## src/rtl/phase_gen.sv

```systemverilog
// Machine-cycle timing generator for the RISC control unit: walks N_PHASE one-hot
// beats per machine cycle with stall, single-step, boundary-aligned halt and cycle count.
module phase_gen #(
  parameter int N_PHASE = 4,
  parameter int CW      = (N_PHASE > 2) ? $clog2(N_PHASE) : 1,
  parameter int CNT_W   = 16
) (
  input  logic               clk,
  input  logic               reset,
  input  logic               run,
  input  logic               stall,
  input  logic               step_mode,
  input  logic               step,
  input  logic               halt,
  output logic [N_PHASE-1:0] T,
  output logic [CW-1:0]      phase,
  output logic               cycle_end,
  output logic               running,
  output logic               halted,
  output logic [CNT_W-1:0]   cyc_cnt
);

  typedef enum logic [1:0] {
    IDLE      = 2'd0,
    RUN       = 2'd1,
    STEP_WAIT = 2'd2,
    HALTED    = 2'd3
  } state_t;

  localparam logic [CW-1:0] LAST = CW'(N_PHASE - 1);

  state_t state;
  logic   halt_pend;
  logic   at_boundary;

  assign at_boundary = (state == RUN) && (phase == LAST) && !stall;

  // A halt pulse seen mid-cycle is remembered so the cycle always completes before stopping.
  always_ff @(posedge clk or negedge reset) begin
    if (!reset) begin
      state     <= IDLE;
      phase     <= '0;
      cyc_cnt   <= '0;
      halt_pend <= 1'b0;
    end else begin
      case (state)
        IDLE: begin
          phase     <= '0;
          halt_pend <= 1'b0;
          if (run) state <= RUN;
        end
        RUN: begin
          if (at_boundary) begin
            phase     <= '0;
            cyc_cnt   <= cyc_cnt + CNT_W'(1);
            halt_pend <= 1'b0;
            if (halt || halt_pend) state <= HALTED;
            else if (!run)         state <= IDLE;
            else if (step_mode)    state <= STEP_WAIT;
          end else begin
            halt_pend <= halt_pend | halt;
            if (!stall) phase <= phase + CW'(1);
          end
        end
        STEP_WAIT: begin
          phase     <= '0;
          halt_pend <= 1'b0;
          if (!run)                   state <= IDLE;
          else if (step || !step_mode) state <= RUN;
        end
        HALTED: begin
          phase     <= '0;
          halt_pend <= 1'b0;
          if (!run) state <= IDLE;
        end
        default: begin
          state     <= IDLE;
          phase     <= '0;
          halt_pend <= 1'b0;
        end
      endcase
    end
  end

  // Beat decode straight from registered state and phase, so T never lags the phase.
  always_comb begin
    T = '0;
    for (int i = 0; i < N_PHASE; i++) begin
      T[i] = (state == RUN) && (phase == CW'(i));
    end
    cycle_end = at_boundary;
    running   = (state == RUN);
    halted    = (state == HALTED);
  end

endmodule

```

## config.mk

```make
export PLATFORM = sky130hd
export DESIGN_NAME = phase_gen
export DESIGN_NICKNAME = d
export VERILOG_FILES = /design/src/rtl/phase_gen.sv
export SDC_FILE = /design/constraint.sdc
export NUM_CORES = 1
export LEC_CHECK = 0
export BUFFER_PORTS_ARGS = -buffer_cell sky130_fd_sc_hd__buf_2
export CAP_MARGIN = 20
export CORE_MARGIN = 2
export CORE_UTILIZATION = 56
export CTS_BUF_LIST = sky130_fd_sc_hd__clkbuf_2
export CTS_CLUSTER_DIAMETER = 150
export DETAILED_ROUTE_END_ITERATION = 7
export PLACE_DENSITY_LB_ADDON = 0.3
export SYNTH_ARGS = -nofsm -noshare
export SYNTH_HDL_FRONTEND = slang
export SYNTH_SLANG_ARGS = --single-unit
export TNS_END_PERCENT = 20
```

## constraint.sdc

```tcl
create_clock -name clk -period 3 [get_ports clk]
set_input_delay 0.3 -clock clk [delete_from_list [all_inputs] [get_ports clk]]
set_output_delay 0.3 -clock clk [all_outputs]
set_load 0.02 [all_outputs]
```

==> results of run 1 <==
flip-flops by register name, indices dropped and copies added (netlist names):
register,count
cyc_cnt,16
halt_pend,1
phase,2
state,2
metrics by stage:
stage          utilization [%]  cell area [um^2]  hold slack [ns]  power [mW]
6_report                  71.9              1270            0.193       0.861
5_1_grt                   71.9              1270            0.189       0.930
4_1_cts                   71.9              1270            0.178       0.870
3_5_place_dp              70.2              1240            0.271       0.753
3_3_place_gp              70.2              1240            0.275       0.737
2_1_floorplan                -              1060          0.00441       0.632
metal layers:
metal | vias up | wire (um)
met5 | - | 0
met4 | 0 | 24
met3 | 2 | 78
met2 | 18 | 956
met1 | 376 | 835
li1 | 398 | -
where the power goes:
| part | switching, mW | internal [mW] |
|---|---|---|
| clock network | 0.0829 | 0.0353 |
| registers | 0.0551 | 0.331 |
| logic | 0.223 | 0.133 |
| total | 0.361 | 0.499 |
critical path: cells and delay by family (launching register included):
family                   cells  cell delay [ns]
adder cells (fa/ha/maj)      1             0.24
AND/OR/NAND/NOR              1             0.32
flip-flops                   1             0.47
buffers and inverters        2             0.40
timing repair:
action | 4_1_cts | 5_1_grt
hold endpoints to repair | 21 | 0
hold buffers | 1 | 0
setup endpoints to repair | 0 | 0
layout make-up:
class	instances	area, um^2	share of cell area [%]
Clock buffer	4	20.0	1.58
Inverter	8	30.0	2.37
Multi-Input combinational cell	70	497	39.2
Sequential cell	21	526	41.4
Tap cell	25	31.3	2.47
Timing Repair Buffer	32	165	13.0
cells in the final DEF, fill, tap and decap left out, types with 3 or more instances in the layout:
cell	count
dfrtp_1	21
buf_2	31
nand3_1	4
and2_1	5
o21ai_0	4
inv_1	8
nand2_1	9
ha_1	5
nor2_1	7
nand4_1	3
xnor2_1	12
xor2_1	3
clkbuf_2	4
kinds of logic after synthesis:
kind of cell	Yosys count	synth area share, %
flops	21	49.4
fa+ha+maj	5	5.88
mux	1	0.941
simple gates	42	23.9
buf+inv	9	3.88
compound gates	7	3.65
xor+xnor	15	12.4
how the worst max path moves through the flow:
stage / cells after the start / to / slack, ns
after global routing: 4 / cycle_end / 0.79
after global placement: 5 / cyc_cnt[11] / 1.23
after CTS: 4 / cycle_end / 0.93
after floorplan: 6 / cyc_cnt[11] / 1.28
final: 4 / cycle_end / 0.96
after detailed placement: 5 / cyc_cnt[13] / 1.15
==> flow_summary.json, run 1 <==
{
  "grt_pass1_wl_um": 2970,
  "start_kind": "flop",
  "stdcell_count": 160,
  "fp.dieArea_um2": 2260,
  "slew_headroom_pct": 68.8,
  "hold_violations": 0,
  "reg2reg_from": "phase[0]",
  "rr_endpoint": "cyc_cnt[13]",
  "ys_ff_latch": 21,
  "dieWidth_um": 47.6,
  "power.density_nw_per_um2": 678,
  "finalNetCount": 148,
  "ioPinCount": 32,
  "cts.clk_slew.worst_paths_ns": 0.18,
  "drt-initial-drc-count": 8,
  "antenna_found_initial": 0,
  "grt_util_met1_pct": 23.0,
  "worstHoldEndpoint": "state[1]",
  "synth.distinct_cells": 26,
  "cp_max_fo": 7,
  "slew_violations": 0,
  "layout-drive-gt1-share_pct": 28.1,
  "vias_per_cell": 4.96,
  "ys_async_sr_fraction_pct": 100,
  "tightest_slew_ns": 0.467,
  "synth_edf_count": 0,
  "clock-skew-final_ns": 0.000838,
  "peakVddDrop_uv": 491,
  "criticalPathCategory": "reg2out",
  "synth_area_leader_cell": "dfrtp_1",
  "cp_slowest_cell": "dfrtp_1",
  "hpwl_um": 1500,
  "grt_pass1_vias": 719,
  "overflow": 0,
  "setup_viol": 0,
  "numPortBuffers": 31,
  "grt_max_degree": 22,
  "gp_congestion": 0.779,
  "slowest_delay_ns": 0.47,
  "yosysMostFrequentCell": "dfrtp_1",
  "fmaxAchievable_mhz": 489,
  "cp_cell_sequence": "ha_1 > nand4bb_1 > inv_1 > buf_2",
  "wire_per_inst_um": 11.8,
  "status": "finished, final reports clean",
  "drc": 0,
  "holdPathStages": 2,
  "use_met3_pct": 3.40,
  "grt_most_used_layer": "met2",
  "cts_resized": 0,
  "place_ws_ns": 1.15,
  "crit_required_ns": 2.70,
  "cp.arrival_ns": 1.74,
  "setup-tns-final_ns": 0,
  "netlist.area_leader.share_pct": 49.4,
  "yosys_warnings": 0,
  "reg2reg_slack_ns": 1.13,
  "synth_nets": 112,
  "synth_ff_type": "dfrtp_1",
  "cts_max_path_buffers": 2,
  "syn_inst": 100,
  "fillers": 149,
  "yosysSeqAreaShare_pct": 49.4,
  "numCtsBuffers": 3,
  "num_vias": 794,
  "fp.coreArea_um2": 1760,
  "start_util_pct": 60.3,
  "cts_tree": "yes",
  "rsz0062_at_grt": "no",
  "cts_max_level": 1,
  "clock-root-buffer": "clkbuf_2",
  "syn_avg_cell_area_um2": 10.6,
  "p_leak_nw": 0.698,
  "finalCriticalPeriod_ns": 2.04,
  "met2_usage_pct": 33.0,
  "synthTopCellsByArea": "dfrtp_1, xnor2_1, ha_1, nand2_1, and2_1",
  "rr_worst_depth": 5,
  "die_y_um": 47.6,
  "grtUsageTotal_pct": 19.2,
  "netlist_area_um2": 1060,
  "drtPass1Iterations": 4,
  "crit_path_start": "phase[0]",
  "fin_crit_sh_pct": 68.1,
  "routed_wl_um": 1890,
  "antenna_left": 0,
  "end_kind": "output port",
  "hold_class": "in2reg",
  "rows": 15,
  "clock_latency_ns": 0.32,
  "diodes": 0,
  "place_inst": 155,
  "synthTopCellsByCount": "dfrtp_1, xnor2_1, nand2_1",
  "postCtsSetupRepairBufs": 0,
  "cts.sinks": 21,
  "fin_ws_ns": 0.956,
  "holdCritStartpoint": "run",
  "syn2layout_area_growth_pct": 19.3,
  "maxCapViolations": 0
}
Note: power is estimated with default switching activity, not from simulation.
==> run 2, diff against run 1 <==
- CORE_UTILIZATION: 56 -> 52
- clock period: 3 -> 1.9 ns (I/O delays scaled with it)
==> flow_summary.json, run 2 (synthesized netlist as in run 1, its figures left out) <==
{
  "p_leak_nw": 0.716,
  "fillers": 186,
  "top_register": "cyc_cnt",
  "cp_max_fo": 5,
  "end_kind": "output port",
  "wire_per_inst_um": 12.4,
  "crit_required_ns": 1.71,
  "tightest_slew_ns": 0.467,
  "slew_headroom_pct": 68.8,
  "largest_register_ff_count": 16,
  "hold_class": "in2reg",
  "criticalPathCategory": "reg2out",
  "rr_endpoint": "cyc_cnt[11]",
  "rows": 16,
  "most-common-layout-cells": "buf_2, dfrtp_1, xnor2_1",
  "fp.dieArea_um2": 2420,
  "grtUsageTotal_pct": 19.8,
  "crit_end": "cycle_end",
  "reg2reg_from": "phase[1]",
  "grt_pass1_wl_um": 3680,
  "hold_violations": 0,
  "drt-initial-drc-count": 12,
  "power.density_nw_per_um2": 1080,
  "holdPathStages": 2,
  "clock-skew-final_ns": 0.00388,
  "rr_worst_depth": 6,
  "ioPinCount": 32,
  "drtPass1Iterations": 5,
  "grt_pass1_vias": 828,
  "layout-drive-gt1-share_pct": 30.9,
  "cts.clk_slew.worst_paths_ns": 0.19,
  "clock_latency_ns": 0.32,
  "hpwl_um": 1580,
  "fmaxAchievable_mhz": 568,
  "slew_violations": 0,
  "numCtsBuffers": 3,
  "status": "finished, final reports clean",
  "crit_path_start": "phase[1]",
  "dieWidth_um": 49.2,
  "cts_max_level": 1,
  "switchingPower_uw": 584,
  "antenna_found_initial": 0,
  "final_util_pct": 67.1,
  "gp_congestion": 0.835,
  "grt_max_degree": 22,
  "diodes": 0,
  "finalCriticalPeriod_ns": 1.76,
  "power.share.switching_pct": 41.6,
  "final_common_cell": "buf_2",
  "cts.sinks": 21,
  "routed_wl_um": 2060,
  "hold_slack_ns": 0.0722,
  "top_regs": "cyc_cnt (16), phase (2), state (2)",
  "fp.coreArea_um2": 1940,
  "comb_power_share_pct": 43.0,
  "overflow": 0,
  "cts_tree": "yes",
  "vias_per_cell": 5.09,
  "num_vias": 845,
  "clock-root-buffer": "clkbuf_2",
  "peakVddDrop_uv": 852,
  "reg2reg_slack_ns": 0.15,
  "syn2layout_area_growth_pct": 22.5,
  "die_y_um": 49.2,
  "drc": 0,
  "numPortBuffers": 31,
  "p_seq_share_pct": 43.5,
  "start_kind": "flop",
  "start_util_pct": 54.8,
  "rsz0062_at_grt": "no",
  "finalNetCount": 152,
  "setup_viol": 0,
  "setup-tns-final_ns": 0,
  "fin_crit_sh_pct": 92.7,
  "maxCapViolations": 0,
  "finalPower_mw": 1.41,
  "power.internal_uw": 821,
  "p_clk_share_pct": 13.6,
  "antenna_left": 0,
  "cts_max_path_buffers": 2,
  "cp.arrival_ns": 1.57
}
run 2: changes by cell type in the layout (fill, tap and decap cells not counted), sizes merged:
cell	change
buf	+4
run 2: power by group through the flow:
stage,clock network (mW),logic (mW),registers [mW]
after CTS,0.193,0.580,0.611
after floorplan,0,0.333,0.665
final,0.191,0.604,0.611
after global placement,0,0.563,0.612
after global routing,0.216,0.677,0.628
after detailed placement,0,0.576,0.620
run 2: final cells by class:
cell class / count / area, um^2 / share of cell area (%)
well taps: 27 / 33.8 / 2.59
multi-input cells: 70 / 497 / 38.1
clock buffers: 4 / 20.0 / 1.54
flip-flops and latches: 21 / 527 / 40.4
repair buffers: 36 / 195 / 15.0
inverters: 8 / 30.0 / 2.31
run 2: worst min-delay path by stage:
stage | from | endpoint | slack [ns]
floorplan | reset | cyc_cnt[0] | -0.11
global placement | reset | cyc_cnt[13] | 0.16
detailed placement | reset | cyc_cnt[13] | 0.17
CTS | run | state[1] | 0.07
global route | run | state[1] | 0.06
finish | run | state[1] | 0.07
run 2: worst max-delay path, stage by stage, from the launching register on:
cell       delay (ns)
dfrtp_1          0.46
ha_1             0.23
nand4bb_1        0.14
buf_4            0.18
inv_1            0.08
buf_2            0.16
run 2: routing by layer:
layer	vias up	GRT usage (%)	wire (um)
met5	-	0	0
met4	0	10.5	23
met3	2	2.45	77
met2	20	35.8	1130
met1	413	22.5	825
li1	410	-	-
run 2: repair_timing:
item,CTS,global route
endpoints found under the hold margin,21,0
endpoints found under the setup margin,0,2
buffers inserted,0,3
hold buffers,1,0
gates resized for setup,0,1
run 2: through the flow:
step                      std cells  worst slack [ns]  cell area (um^2)
final                           166             0.139              1300
after global placement          158             0.305              1250
after floorplan                 100             0.175              1060
after CTS                       163           0.00419              1280
after global routing            166           0.00738              1300
after detailed placement        158             0.166              1250
